### src/rtl/instr_queue_if.sv
// Fetch/decode handshake bundle for instr_queue.
//   master : drives in_valid/in_pc/in_instr and out_ready (fetch + decode side)
//   slave  : the queue; drives in_ready, out_valid/out_pc/out_instr, count,
//            halt_seen
interface instr_queue_if #(
  parameter int DEPTH = 2,
  parameter int DW    = 16
);
  localparam int CW = $clog2(DEPTH) + 1;

  logic          in_valid;
  logic [DW-1:0] in_pc;
  logic [DW-1:0] in_instr;
  logic          in_ready;
  logic          out_valid;
  logic [DW-1:0] out_pc;
  logic [DW-1:0] out_instr;
  logic          out_ready;
  logic [CW-1:0] count;
  logic          halt_seen;

  modport master (
    output in_valid, in_pc, in_instr, out_ready,
    input  in_ready, out_valid, out_pc, out_instr, count, halt_seen
  );

  modport slave (
    input  in_valid, in_pc, in_instr, out_ready,
    output in_ready, out_valid, out_pc, out_instr, count, halt_seen
  );
endinterface

### src/rtl/instr_queue.sv
// Decoupling instruction buffer between fetch and decode.
// Captures {nxt_pc, instr} pairs from fetch and hands them to decode in order
// over a valid/ready handshake. Enqueueing a HALT (top five opcode bits zero)
// sets a sticky halt_seen that blocks further enqueues until flush or rst.
// Ports:
//   clk   : clock, all state on posedge
//   rst   : asynchronous active-high reset
//   flush : synchronous discard of all entries and halt_seen
//   bus   : instr_queue_if slave modport (handshake, head data, count, halt)
module instr_queue #(
  parameter int DEPTH = 2,
  parameter int DW    = 16
) (
  input  logic         clk,
  input  logic         rst,
  input  logic         flush,
  instr_queue_if.slave bus
);
  localparam int AW = $clog2(DEPTH);
  localparam int CW = AW + 1;

  logic [DW-1:0] mem_pc    [DEPTH];
  logic [DW-1:0] mem_instr [DEPTH];
  logic [AW-1:0] wr_ptr;
  logic [AW-1:0] rd_ptr;
  logic [CW-1:0] count_q;
  logic          halt_q;
  logic          enq;
  logic          deq;
  logic          is_halt;

  assign bus.in_ready  = (count_q != CW'(DEPTH)) & ~halt_q;
  assign bus.out_valid = (count_q != '0);
  // No empty bypass: head data is always the stored entry, stale when empty.
  assign bus.out_pc    = mem_pc[rd_ptr];
  assign bus.out_instr = mem_instr[rd_ptr];
  assign bus.count     = count_q;
  assign bus.halt_seen = halt_q;

  assign enq     = bus.in_valid & bus.in_ready;
  assign deq     = bus.out_valid & bus.out_ready;
  assign is_halt = (bus.in_instr[DW-1 -: 5] == 5'b00000);

  always_ff @(posedge clk or posedge rst) begin
    if (rst) begin
      wr_ptr  <= '0;
      rd_ptr  <= '0;
      count_q <= '0;
      halt_q  <= 1'b0;
      for (int i = 0; i < DEPTH; i++) begin
        mem_pc[i]    <= '0;
        mem_instr[i] <= '0;
      end
    end else if (flush) begin
      // Storage is left as-is; only bookkeeping is cleared. A same-cycle
      // enqueue is dropped by not writing it.
      wr_ptr  <= '0;
      rd_ptr  <= '0;
      count_q <= '0;
      halt_q  <= 1'b0;
    end else begin
      if (enq) begin
        mem_pc[wr_ptr]    <= bus.in_pc;
        mem_instr[wr_ptr] <= bus.in_instr;
        wr_ptr            <= wr_ptr + AW'(1);
        if (is_halt) halt_q <= 1'b1;
      end
      if (deq) rd_ptr <= rd_ptr + AW'(1);
      if (enq && !deq)      count_q <= count_q + CW'(1);
      else if (deq && !enq) count_q <= count_q - CW'(1);
    end
  end

  a_no_overflow: assert property (@(posedge clk) disable iff (rst)
    !(enq && !deq && count_q == CW'(DEPTH)));
  a_no_underflow: assert property (@(posedge clk) disable iff (rst)
    !(deq && count_q == '0));
  a_count_range: assert property (@(posedge clk) disable iff (rst)
    count_q <= CW'(DEPTH));
endmodule

### src/flat_wrapper.sv
// flat-port wrapper written by rule: the top's interface ports become plain ports
module instr_queue_flat 
#(
  parameter int DEPTH = 2,
  parameter int DW    = 16
)
  (clk, rst, flush, bus_in_valid, bus_in_pc, bus_in_instr, bus_out_ready, bus_in_ready, bus_out_valid, bus_out_pc, bus_out_instr, bus_count, bus_halt_seen);
  instr_queue_if #(.DEPTH(DEPTH), .DW(DW)) bus_i ();
  input  logic clk;
  input  logic rst;
  input  logic flush;
  input wire logic [$bits(bus_i.in_valid)-1:0] bus_in_valid;
  input wire logic [$bits(bus_i.in_pc)-1:0] bus_in_pc;
  input wire logic [$bits(bus_i.in_instr)-1:0] bus_in_instr;
  input wire logic [$bits(bus_i.out_ready)-1:0] bus_out_ready;
  output wire logic [$bits(bus_i.in_ready)-1:0] bus_in_ready;
  output wire logic [$bits(bus_i.out_valid)-1:0] bus_out_valid;
  output wire logic [$bits(bus_i.out_pc)-1:0] bus_out_pc;
  output wire logic [$bits(bus_i.out_instr)-1:0] bus_out_instr;
  output wire logic [$bits(bus_i.count)-1:0] bus_count;
  output wire logic [$bits(bus_i.halt_seen)-1:0] bus_halt_seen;
  assign bus_i.in_valid = bus_in_valid;
  assign bus_i.in_pc = bus_in_pc;
  assign bus_i.in_instr = bus_in_instr;
  assign bus_i.out_ready = bus_out_ready;
  assign bus_in_ready = bus_i.in_ready;
  assign bus_out_valid = bus_i.out_valid;
  assign bus_out_pc = bus_i.out_pc;
  assign bus_out_instr = bus_i.out_instr;
  assign bus_count = bus_i.count;
  assign bus_halt_seen = bus_i.halt_seen;
  instr_queue #(.DEPTH(DEPTH), .DW(DW)) u_core (.clk(clk), .rst(rst), .flush(flush), .bus(bus_i));
endmodule
### config.mk
export PLATFORM = sky130hd
export DESIGN_NAME = instr_queue_flat
export DESIGN_NICKNAME = d
export VERILOG_FILES = /design/src/rtl/instr_queue_if.sv /design/src/rtl/instr_queue.sv /design/src/flat_wrapper.sv
export SDC_FILE = /design/constraint.sdc
export NUM_CORES = 1
export LEC_CHECK = 0
export BUFFER_PORTS_ARGS = -buffer_cell sky130_fd_sc_hd__buf_2
export CORE_MARGIN = 2
export CORE_UTILIZATION = 53
export DETAILED_ROUTE_END_ITERATION = 10
export PLACE_DENSITY = 0.87
export SYNTH_ARGS = -nofsm -noshare
export SYNTH_HDL_FRONTEND = slang
export SYNTH_SLANG_ARGS = --single-unit
### constraint.sdc
create_clock -name clk -period 2.7 [get_ports clk]
set_input_delay 0.405 -clock clk [delete_from_list [all_inputs] [get_ports clk]]
set_output_delay 0.405 -clock clk [all_outputs]
set_load 0.005 [all_outputs]
## Word-level counts from Yosys, hierarchy flattened

Index checks and enable logic that the tools add are counted.

- Word-level logic and storage cells: 56
- Register bits: 69
- Output and inout port bits: 37
- Input port bits: 37

- Muxes and demuxes: 20
- Add/subtract/negate cells: 4
- Reductions and logical operators: 13
- Eq/ne operators: 1
- Bitwise logic cells: 7
- Magnitude comparators: 3

Operators by type and width:

| cell | number |
|---|---|
| $mux 16 | 7 |
| $bwmux 32 | 2 |
| $demux 16 s1 | 1 |
| $reduce_bool 2->1 | 4 |
| $mux 1 | 7 |
| $mux 2 | 3 |
| $logic_not 5->1 | 1 |
| $ge 2x2->1 const B | 2 |
| $not 1->2 | 2 |
| $reduce_and 2->1 | 2 |
| $and 1x1->1 | 3 |
| $logic_and 1x1->1 | 3 |
| $reduce_bool 3->1 | 1 |
| $add 1x1->1 const B | 2 |
| $add 2x1->2 const B | 1 |
| $logic_not 1->1 | 2 |
| $lt 2x1->1 const B | 1 |
| $ne 2x2->1 const B | 1 |
| $not 1->1 | 2 |
| $sub 2x1->2 const B | 1 |

## Logic depth before layout (Yosys ltp)

- Depth after elaboration: 8
- Mapped depth: 5
- Mapped depth without buffers: 3

## Worst setup path after synthesis

No wires, ideal clock.

- Kind: register to register
- Start: register u_core.count_q[1], in the netlist u_core.bus.count[1]
- End: register u_core.mem_instr[10] (netlist bit)
- Path buffers: 2
- Cell stages (with the launch flop): 6
- Library setup time: 0.125 ns
- Data required time: 2.575 ns
- Slack: 0.965 ns
- Arrival: 1.611 ns
- Cell sequence: dfrtp_1 > nor2b_1 > buf_4 > nor4b_4 > buf_6 > mux2_2

- Cells in the longest elaborated chain, start to end: 4

RTL lines:

| item | RTL line | source |
|---|---|---|
| from (decl) | instr_queue.sv:26 | `logic [CW-1:0] count_q;` |
| from (signal assigned) | instr_queue.sv:69 | `if (enq && !deq) count_q <= count_q + CW'(1);` |
| from (signal assigned) | instr_queue.sv:70 | `else if (deq && !enq) count_q <= count_q - CW'(1);` |
| $ne 2x2->1 | instr_queue.sv:32 | `assign bus.in_ready = (count_q != CW'(DEPTH)) & ~halt_q;` |
| $and 1x1->1 | instr_queue.sv:32 |  |
| $and 1x1->1 | instr_queue.sv:40 | `assign enq = bus.in_valid & bus.in_ready;` |
| $reduce_and 2->1 (no source line) | n/a |  |
| to (signal, indexed assignment) | instr_queue.sv:64 | `mem_instr[wr_ptr] <= bus.in_instr;` |
| to (decl) | instr_queue.sv:23 | `logic [DW-1:0] mem_instr [DEPTH];` |

No other way between the ends.
A chain may end at the register's enable or synchronous reset.

## Final worst setup path

- Start: register u_core.count_q[0], in the netlist u_core.bus.count[0]
- End: output port bus_in_ready

- Cells in the longest elaborated chain, start to end: 2

RTL lines:

| item | RTL line | source |
|---|---|---|
| $ne 2x2->1 | instr_queue.sv:32 |  |
| $and 1x1->1 | instr_queue.sv:32 |  |
| to (decl) | flat_wrapper.sv:16 | `output wire logic [$bits(bus_i.in_ready)-1:0] bus_in_ready;` |

No other way between the ends.

==> flow_metrics.py <==
metrics = {
    "sta": {
        "fin_crit_sh_pct": 73.7,
        "fin_crit_ps": 1990,
        "fmax_mhz": 502,
        "hold_viol": 0,
        "drv_slew": 0,
        "rsz0062_at_grt": "no",
        "slew-limit-headroom_pct": 51.9,
        "hold-worst-slack_ps": 183,
        "tightest_slew_ps": 721,
        "setup_viol": 0,
        "tns_ps": 0,
        "fin_skew_ps": 3.46,
    },
    "critical_path": {
        "crit_path_max_fanout": 8,
        "critPathBufInv": 1,
        "worstSetupPathType": "reg2out",
        "crit_arrival_ps": 1590,
        "worst_setup_path_end_kind": "output port",
        "ff2ff_setup_slack_ps": 790,
        "regToRegEndpoint": "u_core.mem_pc[15]",
        "start_kind": "flop",
        "crit_required_ps": 2300,
        "reg2reg_depth": 4,
        "critPathTopFamily": "simple AND/OR/NAND/NOR gates",
        "timing.rr.start": "u_core.bus.count[0]",
        "cpMaxStageDelayCell": "nor2b_1",
        "critical_path.max_stage_delay_ps": 590,
        "cp_cell_sequence": "nor2b_1 -> nor2_1 -> buf_2",
    },
    "routing": {
        "postRouteAntennaNets": 0,
        "remaining_drc_errors": 0,
        "dr.pass1.iters": 4,
        "first_iter_violations": 111,
        "wl_per_cell_um": 16.1,
        "viasPerCell": 5.23,
        "wl_um": 5760,
        "vias": 1871,
    },
    "clock_network": {
        "cts.repair.resized": 0,
        "cts_made_buffers": 9,
        "clock_latency_ps": 330,
        "postCtsSetupBuffers": 0,
        "cts_root_buffer": "clkbuf_8",
        "clk_pin_slew_ps": 70,
        "cts.htree.levels": 3,
        "cts_tree": "done",
        "holdBufCountCts": 0,
        "clk_path_buf_depth": 2,
        "cts.sinks": 69,
    },
    "global_route": {
        "overflow": 0,
        "grt_pass1_vias": 2002,
        "grt_max_degree": 37,
        "antenna_found_initial": 0,
        "grtUsageTotal_pct": 19.7,
        "grt_first_pass_wirelength_um": 9650,
    },
    "floorplanning": {
        "die_h_um": 80.5,
        "dieArea_sq_um": 6480,
        "die_w_um": 80.5,
        "ios": 74,
        "rows": 27,
        "start_util_pct": 55.6,
        "coreArea_sq_um": 5570,
    },
    "cells_and_area": {
        "drive_above_1_share_pct": 66.8,
        "final_cells": 358,
        "final_nets": 318,
        "syn_to_final_growth_pct": 20.4,
        "regArea_sq_um": 1730,
        "fillers": 423,
        "final_common_cell": "mux2_2",
        "antenna_cells": 0,
        "multi_input_comb_area_sq_um": 1280,
        "layout_common_cells": "mux2_2 (91), buf_2 (73), dfrtp_1 (69)",
    },
    "yosys": {
        "synth_top_area_cell": "dfrtp_1",
        "synth_nets": 239,
        "synth.distinct_cells": 25,
        "avgSynthCellArea_sq_um": 15.3,
        "yosys_register_bits": 69,
        "yosysSeqAreaShare_pct": 55.7,
        "syn_inst": 202,
        "ys_warn_count": 0,
        "syn_area_sq_um": 3100,
        "synth_area_leaders": "dfrtp_1 (56%), mux2_2 (33%), buf_6 (2.2%), mux2_1 (1.8%), nor4b_4 (0.77%)",
        "yosys.area.top_type_share_pct": 55.7,
    },
    "place": {
        "post-dp-hpwl_um": 3960,
        "place.gp.congestion": 0.782,
        "portBuffers": 73,
        "placedCellCount": 342,
    },
    "power_and_ir_drop": {
        "ir_drop_mv": 0.593,
        "power.density_nw_per_um2": 791,
        "p_leak_nw": 1.70,
    },
    "run_status": {
        "status": "finished clean",
    },
    "flow_run": {
        "maxCapViolCount": 0,
    },
    "worst_hold_path": {
        "hp-class": "in2async",
    },
}
==> flip-flops by register name (all words and copies together), names as in the netlist <==
name                  flops
u_core.bus.halt_seen      1
u_core.bus.count          2
u_core.mem_instr         32
u_core.wr_ptr             1
u_core.mem_pc            32
u_core.rd_ptr             1
==> kinds of logic after synthesis <==
logic type             share of synthesized area (%)
AO/OA/AOI/OAI                                   1.78
XOR/XNOR                                       0.283
buffers and inverters                           3.15
flip-flops                                      55.7
multiplexers                                    35.2
AND/OR/NAND/NOR                                 3.91
==> stage by stage <==
stage               cell area, sq um  power, mW  worst slack [ps]  util (%)
detailed placement              3520       2.11               678      63.2
finish                          3730       2.95               710      67.0
floorplan                       3100       1.85               555         -
global route                    3730       3.12               599      67.0
CTS                             3730       2.99               721      67.0
global placement                3520       2.07               722      63.2
==> final cells by class <==
class,count,share of cell area [%]
sequential,69,46.2
clock buffer,12,4.42
tap,72,2.41
timing repair buffer,79,11.3
inverter,2,0.201
multi-input combinational,120,34.2
clock inverter,4,1.21
==> cells in the mapped netlist (all sizes together) <==
master  count
nor4        1
nor2b       2
nor4b       1
mux2       96
xor2        1
o21bai      1
and4bb      1
or2         1
mux2i       1
o21ai       2
dfrtp      69
inv         2
or4         1
or4b        1
or3         1
o211ai      1
a21oi       4
nand2b      1
o2bb2a      1
or2b        1
buf         7
clkbuf      4
nor2        2
==> power breakdown <==
group / switching [mW] / internal, mW / total (mW)
clock network: 0.373 / 0.498 / 0.871
logic: 0.245 / 0.422 / 0.667
registers: 0.125 / 1.29 / 1.42
==> how the worst max path moves through the flow <==
stage | from | end | cells past startpoint
floorplan | rst | u_core.bus.count[0] | 1
global placement | flush | u_core.mem_pc[9] | 5
detailed placement | flush | u_core.mem_instr[15] | 5
CTS | u_core.bus.count[0] | bus_in_ready | 3
global route | u_core.bus.count[1] | bus_in_ready | 3
finish | u_core.bus.count[0] | bus_in_ready | 3
==> layer usage <==
layer	GRT usage, %	wire [um]
met3	4.16	303
met1	25.4	2560
met4	10.2	136
met2	31.5	2760
met5	0	0
Power figures use the tool's default switching activity.
